<file path="config.mk">
export PLATFORM = sky130hd
export DESIGN_NAME = hazard_issue_gate
export DESIGN_NICKNAME = d
export VERILOG_FILES = /design/src/rtl/hazard_issue_gate.sv
export SDC_FILE = /design/constraint.sdc
export NUM_CORES = 1
export LEC_CHECK = 0
export BUFFER_PORTS_ARGS = -buffer_cell sky130_fd_sc_hd__buf_4
export CAP_MARGIN = 20
export CORE_UTILIZATION = 53
export DETAILED_ROUTE_END_ITERATION = 12
export PLACE_DENSITY = 0.82
export SLEW_MARGIN = 40
export SYNTH_ARGS = -nofsm -noshare
export SYNTH_HDL_FRONTEND = slang
export SYNTH_SLANG_ARGS = --single-unit
</file>
<file path="constraint.sdc">
create_clock -name clk -period 3.4 [get_ports clk]
set_input_delay 0.34 -clock clk [delete_from_list [all_inputs] [get_ports clk]]
set_output_delay 0.34 -clock clk [all_outputs]
set_load 0.01 [all_outputs]
</file>
<file path="src/rtl/hazard_issue_gate.sv">
// Single-slot issue gate: holds one decoded instruction, stalls on pending-write hazards, tracks writes per register.
// Latency: accepted at edge N, offered in cycle N+1 at earliest; 1 instr/cycle sustained when hazard-free.
// Backpressure: in_ready = !hold_valid | out_fire (combinational through out_ready); forced low during flush.
module hazard_issue_gate #(
    parameter int NREGS     = 16,
    parameter int CNT_W     = 2,
    parameter int PAYLOAD_W = 64,
    localparam int IDX_W    = $clog2(NREGS)
) (
    input  logic                 clk,
    input  logic                 reset,
    input  logic                 flush,
    input  logic                 in_valid,
    output logic                 in_ready,
    input  logic [IDX_W-1:0]     in_src_a,
    input  logic                 in_src_a_en,
    input  logic [IDX_W-1:0]     in_src_b,
    input  logic                 in_src_b_en,
    input  logic [IDX_W-1:0]     in_dst,
    input  logic                 in_dst_en,
    input  logic [PAYLOAD_W-1:0] in_payload,
    output logic                 out_valid,
    input  logic                 out_ready,
    output logic [PAYLOAD_W-1:0] out_payload,
    output logic [NREGS-1:0]     out_req,
    output logic [NREGS-1:0]     out_prov,
    input  logic                 wb_valid,
    input  logic [IDX_W-1:0]     wb_dst,
    output logic [NREGS-1:0]     busy,
    output logic                 err_underflow
);

    localparam logic [CNT_W-1:0] CNT_MAX = '1;

    typedef struct packed {
        logic [IDX_W-1:0]     src_a;
        logic                 src_a_en;
        logic [IDX_W-1:0]     src_b;
        logic                 src_b_en;
        logic [IDX_W-1:0]     dst;
        logic                 dst_en;
        logic [PAYLOAD_W-1:0] payload;
    } slot_t;

    function automatic logic [NREGS-1:0] onehot(input logic [IDX_W-1:0] idx);
        onehot      = '0;
        onehot[idx] = 1'b1;
    endfunction

    logic             hold_valid_q, hold_valid_d;
    slot_t            slot_q, slot_d;
    logic [CNT_W-1:0] pending_q [NREGS];
    logic [CNT_W-1:0] pending_d [NREGS];
    logic             err_underflow_q, err_underflow_d;

    logic             hazard;
    logic             out_fire;
    logic             in_fire;
    logic [NREGS-1:0] inc_vec;
    logic [NREGS-1:0] dec_vec;

    always_comb begin
        for (int r = 0; r < NREGS; r++) begin
            busy[r] = (pending_q[r] != '0);
        end
    end

    // Hazard looks only at registered counters; a same-cycle writeback does not unblock.
    assign hazard = (slot_q.src_a_en && pending_q[slot_q.src_a] != '0)
                  | (slot_q.src_b_en && pending_q[slot_q.src_b] != '0)
                  | (slot_q.dst_en   && pending_q[slot_q.dst]   == CNT_MAX);

    assign out_valid = hold_valid_q && !hazard && !flush;
    assign out_fire  = out_valid && out_ready;
    assign in_ready  = !flush && (!hold_valid_q || out_fire);
    assign in_fire   = in_valid && in_ready;

    assign out_payload = slot_q.payload;
    assign out_req     = hold_valid_q ? ((slot_q.src_a_en ? onehot(slot_q.src_a) : '0)
                                       | (slot_q.src_b_en ? onehot(slot_q.src_b) : '0)) : '0;
    assign out_prov    = (hold_valid_q && slot_q.dst_en) ? onehot(slot_q.dst) : '0;
    assign err_underflow = err_underflow_q;

    assign inc_vec = (out_fire && slot_q.dst_en) ? onehot(slot_q.dst) : '0;
    assign dec_vec = wb_valid ? (onehot(wb_dst) & busy) : '0;

    always_comb begin
        hold_valid_d = hold_valid_q;
        slot_d       = slot_q;
        if (flush) begin
            hold_valid_d = 1'b0;
        end else if (in_fire) begin
            hold_valid_d    = 1'b1;
            slot_d.src_a    = in_src_a;
            slot_d.src_a_en = in_src_a_en;
            slot_d.src_b    = in_src_b;
            slot_d.src_b_en = in_src_b_en;
            slot_d.dst      = in_dst;
            slot_d.dst_en   = in_dst_en;
            slot_d.payload  = in_payload;
        end else if (out_fire) begin
            hold_valid_d = 1'b0;
        end
    end

    always_comb begin
        err_underflow_d = err_underflow_q;
        if (wb_valid && pending_q[wb_dst] == '0) begin
            err_underflow_d = 1'b1;
        end
        for (int r = 0; r < NREGS; r++) begin
            pending_d[r] = pending_q[r];
            if (flush) begin
                pending_d[r] = '0;
            end else if (inc_vec[r] && !dec_vec[r]) begin
                pending_d[r] = pending_q[r] + CNT_W'(1);
            end else if (dec_vec[r] && !inc_vec[r]) begin
                pending_d[r] = pending_q[r] - CNT_W'(1);
            end
        end
    end

    always_ff @(posedge clk or negedge reset) begin
        if (!reset) begin
            hold_valid_q    <= 1'b0;
            slot_q          <= '0;
            err_underflow_q <= 1'b0;
            for (int r = 0; r < NREGS; r++) begin
                pending_q[r] <= '0;
            end
        end else begin
            hold_valid_q    <= hold_valid_d;
            slot_q          <= slot_d;
            err_underflow_q <= err_underflow_d;
            for (int r = 0; r < NREGS; r++) begin
                pending_q[r] <= pending_d[r];
            end
        end
    end

endmodule

</file>
Yosys cells after proc, flatten, opt, wreduce, memory -nomap -nowiden:

Index checks and enable logic that the tools add are counted.

* $add $sub $neg: 32
* magnitude comparators: 12
* eq/ne operators: 1
* mux-type cells: 77
* bitwise logic cells: 9
* reductions and logical operators: 120

Operators with widths (number)
* 2-bit two-way mux: 56
* 16-bit two-way mux: 6
* 3-bit nonzero test: 17
* 1-bit logical AND: 47
* 2-bit nonzero test: 18
* 1-bit zero test: 35
* 2-bit by 1-bit adder with 2-bit output, second input constant: 16
* 2-bit binary-select mux with 4-bit select: 4
* 2-bit by 1-bit subtractor with 2-bit output, second input constant: 16
* 5-bit greater-or-equal comparator, second input constant: 4
* 4-bit by 5-bit less-than comparator with 1-bit output, second input constant: 4
* 4-bit inverter with 5-bit output: 4
* 16-bit bitwise AND: 1
* 1-bit demux with 4-bit select: 4
* 4-bit by 1-bit greater-or-equal comparator with 1-bit output, second input constant: 4
* 16-bit bitwise OR: 1
* 1-bit two-way mux: 7
* 2-bit equality test, second input constant: 1
* 2-bit zero test: 1
* 1-bit bitwise OR: 2
* 2-bit AND reduction: 1
* 1-bit logical OR: 1
* 1-bit inverter: 1

* register bits after elaboration: 113
* output and inout bits: 115

Logic depth before layout (Yosys ltp):

Gate-level depths: netlist of run 1.

* depth in word-level cells: 19
* mapped depth: 11

Least setup slack after synthesis of run 1:

Ideal clock, no wire load.

* kind: reg2reg
* start: reg slot_q[65] (netlist name)
* end: reg slot_q, in the netlist out_payload[10]
* library setup time: 125 ps
* arrival time: 2845 ps
* data required time: 3275 ps
* slack: 430 ps
* stages on the path, launching flop included: 11
* clock period less this slack: 2970 ps
* cells stage by stage: dfrtp_1 -> buf_2 -> buf_1 -> mux4_2 -> mux4_2 -> o21a_1 -> o41ai_4 -> nand3b_2 -> buf_6 -> buf_6 -> mux2_4

* word-level cells in the longest chain between the ends: 15

Ends and longest elaborated chain
* from (decl): line 51 `slot_t slot_q, slot_d;`
* from (signal assigned): line 133 `slot_q <= slot_d;`
* 4-bit inverter with 5-bit output (implied by the code): line 71 `| (slot_q.dst_en && pending_q[slot_q.dst] == CNT_MAX);`
* 2-bit binary-select mux with 4-bit select: line 71
* 2-bit two-way mux (implied by the code) (2 in series): line 71
* 2-bit equality test: line 71
* 1-bit logical AND: line 71
* 1-bit bitwise OR: line 71
* 1-bit zero test: line 73 `assign out_valid = hold_valid_q && !hazard && !flush;`
* 1-bit logical AND (2 in series): line 73
* 1-bit logical AND: line 74 `assign out_fire = out_valid && out_ready;`
* 1-bit logical OR: line 75 `assign in_ready = !flush && (!hold_valid_q || out_fire);`
* 1-bit logical AND: line 75
* 1-bit logical AND: line 76 `assign in_fire = in_valid && in_ready;`
* 2-bit AND reduction (no source line)

No other way between the ends. The select of a mux whose other input is x is not followed.
A chain may end at the register's enable or synchronous reset.

Final worst setup path of run 1:

* start: reg slot_q[72] (netlist name)
* end: out out_valid

* word-level cells in the longest chain between the ends: 11

Ends and longest elaborated chain
* 4-bit inverter with 5-bit output (implied by the code): line 70 `| (slot_q.src_b_en && pending_q[slot_q.src_b] != '0)`
* 2-bit binary-select mux with 4-bit select: line 70
* 2-bit two-way mux (implied by the code) (2 in series): line 70
* 2-bit nonzero test: line 70
* 1-bit logical AND: line 70
* 1-bit bitwise OR: line 70
* 1-bit bitwise OR: line 71
* 1-bit zero test: line 73
* 1-bit logical AND (2 in series): line 73
* to (decl): line 22 `output logic out_valid,`

No other way between the ends. The select of a mux whose other input is x is not followed.

==> flow_metrics.py, run 1 <==
metrics = {
    "run_status": {
        "status": "finished clean",
    },
    "timing": {
        "fin_crit_ns": 3.251,
        "maxSlewViolCount": 0,
        "worstMarginPinSlew_ns": 0.7165,
        "final_hold_viol_count": 0,
        "period_share": 0.9561,
        "setup_tns_ns": 0,
        "whs_ns": 0.1533,
        "maxSlewHeadroom": 0.5179,
        "setup_violations": 0,
        "rsz0062_at_grt": "no",
        "fmax_mhz": 307.6,
        "clock-skew-final_ns": 0.009290,
    },
    "synth": {
        "synth_cell_types": 53,
        "syn_avg_cell_area_um2": 9.784,
        "ys_ff_latch": 113,
        "synthesis.yosys.warnings": 0,
        "synth_edf_count": 0,
        "synth_flop_cell": "dfrtp_1",
        "async_flop_share": 1.000,
        "syn-instance-count": 705,
        "ys_seq_area_frac": 0.4099,
        "syn_area_um2": 6898,
        "syn_nets": 794,
    },
    "critical_path": {
        "cp.required_ns": 3.06,
        "critPathKind": "flip-flop to primary output",
        "cp_max_fo": 12,
        "cp-start-kind": "flip-flop",
        "endpoint_kind": "primary output",
        "crit_arrival_ns": 2.91,
    },
    "drt": {
        "antenna_left": 0,
        "firstDrtPassIters": 6,
        "wl_per_cell_um": 18.89,
        "vias_per_cell": 5.953,
        "drt_wl_total_um": 19300,
        "dr_total_vias": 6084,
        "drt_iter0_markers": 481,
        "drc": 0,
    },
    "global_routing": {
        "grt_max_degree": 73,
        "grt_pass1_wl_um": 29850,
        "antenna_found_initial": 0,
        "grtUsageTotal": 0.2919,
        "grt_pass1_vias": 5826,
        "gr-total-overflow": 0,
    },
    "cells_and_area": {
        "layout_commonest_cell": "buf_4",
        "final_cell_mix": "buf_4 (214), dfrtp_1 (111), mux2_2 (70), nor2_1 (58), o21ai_0 (39)",
        "final_design_area_no_fill_um2": 8706,
        "final_layout_size_suffix_gt1_frac": 0.4141,
        "fin_nets": 926,
        "nFillCells": 950,
        "diodes": 0,
        "area_growth_syn_to_layout_pct": 26.21,
    },
    "floorplan": {
        "die_h_um": 116.1,
        "initial_core_util": 0.5444,
        "ios": 204,
        "die_area_um2": 13470,
        "core-area_um2": 12670,
        "fp-row-count": 41,
        "dieWidth_um": 116.1,
    },
    "place": {
        "place_area_um2": 8109,
        "numPortBuffers": 203,
        "place_congestion": 0.9709,
        "dp_hpwl_um": 14120,
    },
    "min_path": {
        "hp-class": "primary input to flip-flop",
    },
    "clocking": {
        "cts_buffers": 17,
        "cts_sinks": 113,
        "clock_latency_ns": 0.42,
        "cts.path.max_buffers": 2,
        "htree_levels": 4,
        "clk_pin_slew_ns": 0.06,
        "clock-root-buffer": "clkbuf_16",
        "cts_tree": "yes",
    },
    "power": {
        "powerDensity_nw_per_um2": 557.3,
        "p_total_mw": 4.852,
        "power.leakage_nw": 3.983,
        "peakVddDrop_mv": 0.4373,
    },
    "flow_run": {
        "drv_cap": 0,
    },
}
report_power, final:
part,internal (mW),switching (mW)
Combinational,0.693,0.639
Clock,1.07,0.637
Sequential,1.57,0.235
Total,3.34,1.51
synth_stat cells (3+ instances only):
master | count | area, um2
nand2b_1 | 13 | 81.33
nor2b_1 | 10 | 62.56
nor3_1 | 29 | 145.1
nor2_1 | 59 | 221.5
mux2_4 | 10 | 150.1
mux4_2 | 10 | 225.2
a31oi_1 | 5 | 31.28
o211ai_1 | 5 | 37.54
o22ai_1 | 16 | 100.1
nor4_1 | 16 | 100.1
mux2_2 | 70 | 788.3
and2_1 | 26 | 162.7
or2_2 | 9 | 56.30
nor4b_1 | 3 | 26.28
nor3b_1 | 17 | 127.6
nand2_1 | 30 | 112.6
xor2_1 | 8 | 70.07
clkbuf_1 | 27 | 101.4
buf_4 | 64 | 480.5
buf_2 | 11 | 55.05
and3b_1 | 3 | 26.28
nand3_1 | 17 | 85.08
a211oi_1 | 7 | 52.55
a2111oi_0 | 5 | 43.79
inv_1 | 18 | 67.56
o21ai_0 | 39 | 195.2
nand4_1 | 8 | 50.05
dfrtp_1 | 113 | 2828
a21oi_1 | 24 | 120.1
cell type report:
cell class	count	area, um2	share of cell area
clock buffers	22	444.2	0.05102
inverters	18	67.56	0.007761
clock inverters	10	112.6	0.01293
well taps	172	215.2	0.02472
flip-flops and latches	113	2830	0.3251
multi-input cells	469	3368	0.3869
repair buffers	218	1668	0.1916
state kept, by name, summed over array words and instances, names as in the netlist:
name / count
pending_q: 32
err_underflow: 1
hold_valid_q: 1
out_payload: 64
slot_q: 15
metrics by stage:
| stage | setup WS (ns) | utilization | std cells |
|---|---|---|---|
| 2_1_floorplan | 0.4297 | - | 705 |
| 5_1_grt | 0.02898 | 0.6871 | 1022 |
| 3_3_place_gp | 0.2680 | 0.6397 | 988 |
| 6_report | 0.1492 | 0.6871 | 1022 |
| 3_5_place_dp | 0.1797 | 0.6400 | 988 |
| 4_1_cts | 0.01382 | 0.6854 | 1021 |
path summary, 6_finish.rpt:
check / cells past startpoint / slack, ns / endpoint / from
min in group asynchronous: 2 / 0.53 / out_payload[1]$_DFFE_PN0P_ / reset
min reg2reg: 1 / 0.50 / err_underflow$_DFFE_PN0P_ / err_underflow$_DFFE_PN0P_
max in group asynchronous: 3 / 2.17 / slot_q[65]$_DFFE_PN0P_ / reset
max: 8 / 0.15 / out_valid / slot_q[72]$_DFFE_PN0P_
max reg2reg: 9 / 0.24 / slot_q[76]$_DFFE_PN0P_ / slot_q[77]$_DFFE_PN0P_
min: 2 / 0.15 / slot_q[64]$_DFFE_PN0P_ / in_dst_en
what timing repair did:
| item | CTS | global route |
|---|---|---|
| endpoints found under the hold margin | 71 | 0 |
| pin swaps | 0 | 1 |
| setup endpoints to repair | 2 | 2 |
| buffers inserted | 0 | 1 |
| hold buffers | 1 | 0 |
| gates resized for setup | 3 | 4 |
layer usage:
metal,routed length (um),track usage,vias up,part of all wire
met3,1995,0.07897,71,0.10
met5,0,0,-,0
met2,9142,0.4698,409,0.47
met1,7445,0.3682,2879,0.39
met4,718,0.1325,0,0.037
li1,-,-,2725,-
critical path, cell delays in order (launching register included):
cell,delay (ns)
dfrtp_1,0.48
or3b_2,0.60
a211oi_1,0.21
nor3_1,0.07
o211ai_1,0.46
buf_4,0.29
nor4_4,0.05
and3b_1,0.18
buf_4,0.14
cells by family after synthesis:
kind of cell | after synthesis | share of synthesized area
buffers and inverters | 123 | 0.1059
multiplexers | 92 | 0.1716
AO/OA/AOI/OAI | 120 | 0.1101
AND/OR/NAND/NOR | 249 | 0.1923
XOR/XNOR | 8 | 0.01016
flip-flops | 113 | 0.4099
No activity file was read; power rests on OpenSTA's default activity.
==> run 2: changes to the inputs <==
Settings changed: CORE_MARGIN set to 2.
==> flow_metrics.py, run 2 (synthesized netlist as in run 1, its figures left out) <==
metrics = {
    "cells_and_area": {
        "diodes": 0,
        "final_cell_mix": "buf_4 (220), dfrtp_1 (111), mux2_2 (70), nor2_1 (58), o21ai_0 (39)",
        "fin_nets": 932,
        "largest_reg_flops": 64,
        "final_util": 0.6950,
        "area_growth_syn_to_layout_pct": 27.66,
        "layout_commonest_cell": "buf_4",
        "final_layout_size_suffix_gt1_frac": 0.4229,
    },
    "drt": {
        "drc": 0,
        "drt_iter0_markers": 671,
        "vias_per_cell": 5.914,
        "drt_wl_total_um": 19610,
        "firstDrtPassIters": 6,
        "dr_total_vias": 6080,
        "wl_per_cell_um": 19.07,
        "antenna_left": 0,
    },
    "global_routing": {
        "grtUsageTotal": 0.2873,
        "antenna_found_initial": 0,
        "gr-total-overflow": 0,
        "grt_pass1_vias": 6075,
        "grt_pass1_wl_um": 31640,
        "grt_max_degree": 72,
    },
    "power": {
        "p_int_mw": 3.452,
        "power_switching_mw": 1.567,
        "swShare": 0.3122,
        "share_comb_of_total_power": 0.275,
        "p_total_mw": 5.019,
        "seqPwrFrac": 0.358,
        "p_clk_frac": 0.366,
        "powerDensity_nw_per_um2": 569.9,
        "peakVddDrop_mv": 0.3802,
        "power.leakage_nw": 4.034,
    },
    "clocking": {
        "cts.path.max_buffers": 2,
        "clock-root-buffer": "clkbuf_16",
        "cts_buffers": 17,
        "clk_pin_slew_ns": 0.06,
        "cts_sinks": 113,
        "cts_tree": "yes",
        "htree_levels": 4,
        "clock_latency_ns": 0.42,
    },
    "place": {
        "numPortBuffers": 203,
        "place_congestion": 0.9592,
        "dp_hpwl_um": 14610,
    },
    "floorplan": {
        "die_h_um": 118.1,
        "dieWidth_um": 118.1,
        "die_area_um2": 13940,
        "fp-row-count": 41,
        "initial_core_util": 0.5444,
        "core-area_um2": 12670,
        "ios": 204,
    },
    "min_path": {
        "hold_path_end": "out_payload[41]$_DFFE_PN0P_",
        "hp-class": "primary input to flip-flop",
        "holdCritStartpoint": "in_payload[41]",
        "min_path_cells": 2,
    },
    "timing": {
        "period_share": 0.9680,
        "rsz0062_at_grt": "no",
        "setup_tns_ns": 0,
        "maxSlewHeadroom": 0.5242,
        "fmax_mhz": 303.8,
        "final_hold_viol_count": 0,
        "maxSlewViolCount": 0,
        "whs_ns": 0.1532,
        "worstMarginPinSlew_ns": 0.7071,
        "fin_crit_ns": 3.291,
        "setup_violations": 0,
        "clock-skew-final_ns": 0.01002,
    },
    "critical_path": {
        "worstSetupStartpoint": "slot_q[65]$_DFFE_PN0P_",
        "r2r-start": "slot_q[65]$_DFFE_PN0P_",
        "cp.required_ns": 3.06,
        "rr_endpoint": "out_payload[0]$_DFFE_PN0P_",
        "crit_arrival_ns": 2.95,
        "cp-start-kind": "flip-flop",
        "worstRegToRegCells": 8,
        "slowest_delay_ns": 0.53,
        "slowest_stage": "mux4_2",
        "worst-path-buf-inv": 1,
        "critPathKind": "flip-flop to primary output",
        "cp_max_fo": 6,
        "crit_chain": "mux4_2, o211a_1, a22o_1, o21a_1, o41ai_4, nor2b_1, buf_4",
        "rrSetupSlack_ns": 0.32,
        "crit_family": "compound AO/OA/AOI/OAI gates",
        "worst-path-stages": 7,
        "endpoint_kind": "primary output",
    },
    "run_status": {
        "status": "finished clean",
    },
    "flow_run": {
        "drv_cap": 0,
    },
}
## run 2: metrics by stage
stage / area (um2) / instances / worst slack, ns
final: 8806 / 1028 / 0.1088
after global routing: 8806 / 1028 / 0.03827
after CTS: 8752 / 1025 / 0.02370
after detailed placement: 8127 / 992 / 0.1734
after global placement: 8123 / 992 / 0.2684
after floorplan: 6898 / 705 / 0.4297
## run 2: final cells by class
cell class                 count  area, um2
multi-input combinational    469       3372
clock buffer                  18      429.2
sequential                   113       2830
timing repair buffer         224       1713
tap                          172      215.2
inverter                      18      67.56
fill                         946       3865
clock inverter                14      178.9
## run 2: metal layers
| layer | global-route usage | up-vias | wire [um] |
|---|---|---|---|
| li1 | - | 2732 | - |
| met1 | 0.3558 | 2864 | 7323 |
| met2 | 0.4603 | 422 | 9416 |
| met3 | 0.09109 | 62 | 2258 |
| met4 | 0.1280 | 0 | 610 |
| met5 | 0 | - | 0 |
## run 2: timing repair
action | CTS | global route
hold buffers | 1 | 0
endpoints found under the setup margin | 2 | 2
setup buffers | 0 | 3
endpoints found under the hold margin | 69 | 0
resized for setup | 2 | 5
## run 2: power groups by stage
| stage | sequential [mW] | clock [mW] | combinational, mW |
|---|---|---|---|
| after floorplan | 1.69 | 0 | 1.06 |
| final | 1.80 | 1.84 | 1.38 |
| after CTS | 1.80 | 1.86 | 1.34 |
| after detailed placement | 1.82 | 0 | 1.33 |
| after global placement | 1.80 | 0 | 1.29 |
| after global routing | 1.83 | 1.93 | 1.48 |
## run 2: worst max path at each step
stage	end	slack, ns
after CTS	out_valid	0.02
after detailed placement	out_payload[10]$_DFFE_PN0P_	0.17
after global placement	out_payload[5]$_DFFE_PN0P_	0.27
final	in_ready	0.11
after floorplan	out_payload[10]$_DFFE_PN0P_	0.43
after global routing	in_ready	0.04
==> run 3: changes to the inputs <==
Settings changed: RECOVER_POWER set to 25.
==> flow_metrics.py, run 3 (synthesized netlist as in run 1, its figures left out) <==
metrics = {
    "run_status": {
        "status": "complete, but fails checks",
        "violations": "capacitance limit, slew limit",
    },
    "cells_and_area": {
        "fin_nets": 932,
        "final_layout_size_suffix_gt1_frac": 0.4042,
        "diodes": 0,
        "nFillCells": 960,
        "layout_commonest_cell": "buf_4",
        "area_growth_syn_to_layout_pct": 26.70,
        "final_cells": 1028,
        "largest_reg_flops": 64,
        "final_util": 0.6897,
        "final_cell_mix": "buf_4 (204), dfrtp_1 (111), mux2_2 (70), nor2_1 (58), o21ai_0 (39)",
    },
    "timing": {
        "clock-skew-final_ns": 0.01023,
        "setup_tns_ns": 0,
        "setup_violations": 0,
        "fin_crit_ns": 3.277,
        "fmax_mhz": 305.1,
        "period_share": 0.9639,
        "rsz0062_at_grt": "no",
        "maxSlewViolCount": 72,
        "worstMarginPinSlew_ns": 1.697,
        "final_hold_viol_count": 0,
        "maxSlewHeadroom": -0.1311,
    },
    "global_routing": {
        "grtUsageTotal": 0.2873,
        "grt_pass1_vias": 6075,
        "antenna_found_initial": 0,
        "gr-total-overflow": 0,
        "grt_pass1_wl_um": 31640,
        "grt_max_degree": 72,
    },
    "drt": {
        "wl_per_cell_um": 19.09,
        "drt_wl_total_um": 19630,
        "firstDrtPassIters": 6,
        "drt_iter0_markers": 566,
        "drc": 0,
        "dr_total_vias": 6062,
        "antenna_left": 0,
        "vias_per_cell": 5.897,
    },
    "clocking": {
        "clock-root-buffer": "clkbuf_16",
        "cts_tree": "yes",
        "clk_pin_slew_ns": 0.06,
        "cts_buffers": 17,
        "htree_levels": 4,
        "cts_sinks": 113,
        "clock_latency_ns": 0.42,
        "cts.path.max_buffers": 2,
    },
    "critical_path": {
        "crit_chain": "mux4_2, o211a_1, a22o_1, o21a_1, o41ai_4, nor2b_1, buf_4",
        "worstRegToRegCells": 8,
        "cp.required_ns": 3.06,
        "rr_endpoint": "out_payload[58]$_DFFE_PN0P_",
        "critPathKind": "flip-flop to primary output",
        "cp-start-kind": "flip-flop",
        "endpoint_kind": "primary output",
        "crit_family": "compound AO/OA/AOI/OAI gates",
        "worst-path-buf-inv": 1,
        "rrSetupSlack_ns": 0.33,
        "slowest_stage": "mux4_2",
        "slowest_delay_ns": 0.53,
        "crit_arrival_ns": 2.94,
        "r2r-start": "slot_q[65]$_DFFE_PN0P_",
        "cp_max_fo": 6,
    },
    "floorplan": {
        "fp-row-count": 41,
        "die_area_um2": 13940,
        "ios": 204,
        "initial_core_util": 0.5444,
        "core-area_um2": 12670,
        "die_h_um": 118.1,
        "dieWidth_um": 118.1,
    },
    "place": {
        "place_congestion": 0.9592,
        "placedCellCount": 992,
        "dp_hpwl_um": 14610,
        "numPortBuffers": 203,
    },
    "power": {
        "seqPwrFrac": 0.361,
        "p_clk_frac": 0.368,
        "power.leakage_nw": 3.974,
        "share_comb_of_total_power": 0.271,
        "peakVddDrop_mv": 0.3701,
        "swShare": 0.3135,
        "p_int_mw": 3.417,
        "power_switching_mw": 1.560,
        "powerDensity_nw_per_um2": 569.4,
    },
    "flow_run": {
        "drv_cap": 1,
    },
    "min_path": {
        "hp-class": "primary input to flip-flop",
        "hold_path_end": "out_payload[41]$_DFFE_PN0P_",
        "min_path_cells": 2,
        "holdCritStartpoint": "in_payload[41]",
    },
}
run 3: changes by cell type in the layout (fill, tap and decap cells not counted):
cell,before,now
buf_4,220,204
clkbuf_2,0,1
buf_6,1,0
clkbuf_1,1,17
run 3: how the worst max path moves through the flow:
stage / from / to / slack (ns) / cells past startpoint
final: slot_q[65]$_DFFE_PN0P_ / in_ready / 0.12 / 7
after global routing: slot_q[65]$_DFFE_PN0P_ / in_ready / 0.04 / 7
after CTS: slot_q[77]$_DFFE_PN0P_ / out_valid / 0.02 / 8
after detailed placement: slot_q[66]$_DFFE_PN0P_ / out_payload[10]$_DFFE_PN0P_ / 0.17 / 7
after global placement: slot_q[66]$_DFFE_PN0P_ / out_payload[5]$_DFFE_PN0P_ / 0.27 / 7
after floorplan: slot_q[65]$_DFFE_PN0P_ / out_payload[10]$_DFFE_PN0P_ / 0.43 / 10
run 3: area by class of cell:
class | count | area [um2] | share of cell area
well taps | 172 | 215.2 | 0.02462
multi-input cells | 469 | 3372 | 0.3858
inverters | 18 | 67.56 | 0.007731
repair buffers | 224 | 1647 | 0.1884
clock buffers | 18 | 429.2 | 0.04911
clock inverters | 14 | 178.9 | 0.02047
flip-flops and latches | 113 | 2830 | 0.3238
run 3: timing repair:
item                                    CTS  global route
hold buffers                              1             0
resized for setup                         2             5
pin swaps                                 0             0
setup buffers                             0             3
endpoints found under the setup margin    2             2
hold endpoints to repair                 69             0
run 3: metal layers:
| metal | wire length (um) | part of all wire | GRT usage |
|---|---|---|---|
| met5 | 0 | 0 | 0 |
| met4 | 556 | 0.028 | 0.1280 |
| met3 | 2181 | 0.11 | 0.09109 |
| met2 | 9428 | 0.48 | 0.4603 |
| met1 | 7461 | 0.38 | 0.3558 |
run 3: worst reg2reg max path, delay by kind of cell (launching register included):
family,cells,cell delay (ns)
compound gates,4,1.21
buf+inv,1,0.22
flops,1,0.47
mux,2,0.92
simple gates,1,0.13
run 3: power by group through the flow:
| stage | Clock (mW) | Combinational (mW) | Sequential [mW] |
|---|---|---|---|
| after floorplan | 0 | 1.06 | 1.69 |
| after global placement | 0 | 1.29 | 1.80 |
| after detailed placement | 0 | 1.33 | 1.82 |
| after CTS | 1.86 | 1.34 | 1.80 |
| after global routing | 1.93 | 1.44 | 1.83 |
| final | 1.83 | 1.35 | 1.80 |
run 3: metrics by stage:
step	power [mW]	hold WS, ns	instance area (um2)	setup slack, ns
floorplan	2.749	0.04441	6898	0.4297
global placement	3.087	0.4728	8123	0.2684
detailed placement	3.147	0.3773	8127	0.1734
CTS	4.997	0.1379	8752	0.02370
global route	5.204	0.1419	8740	0.03827
finish	4.977	0.1530	8740	0.1228
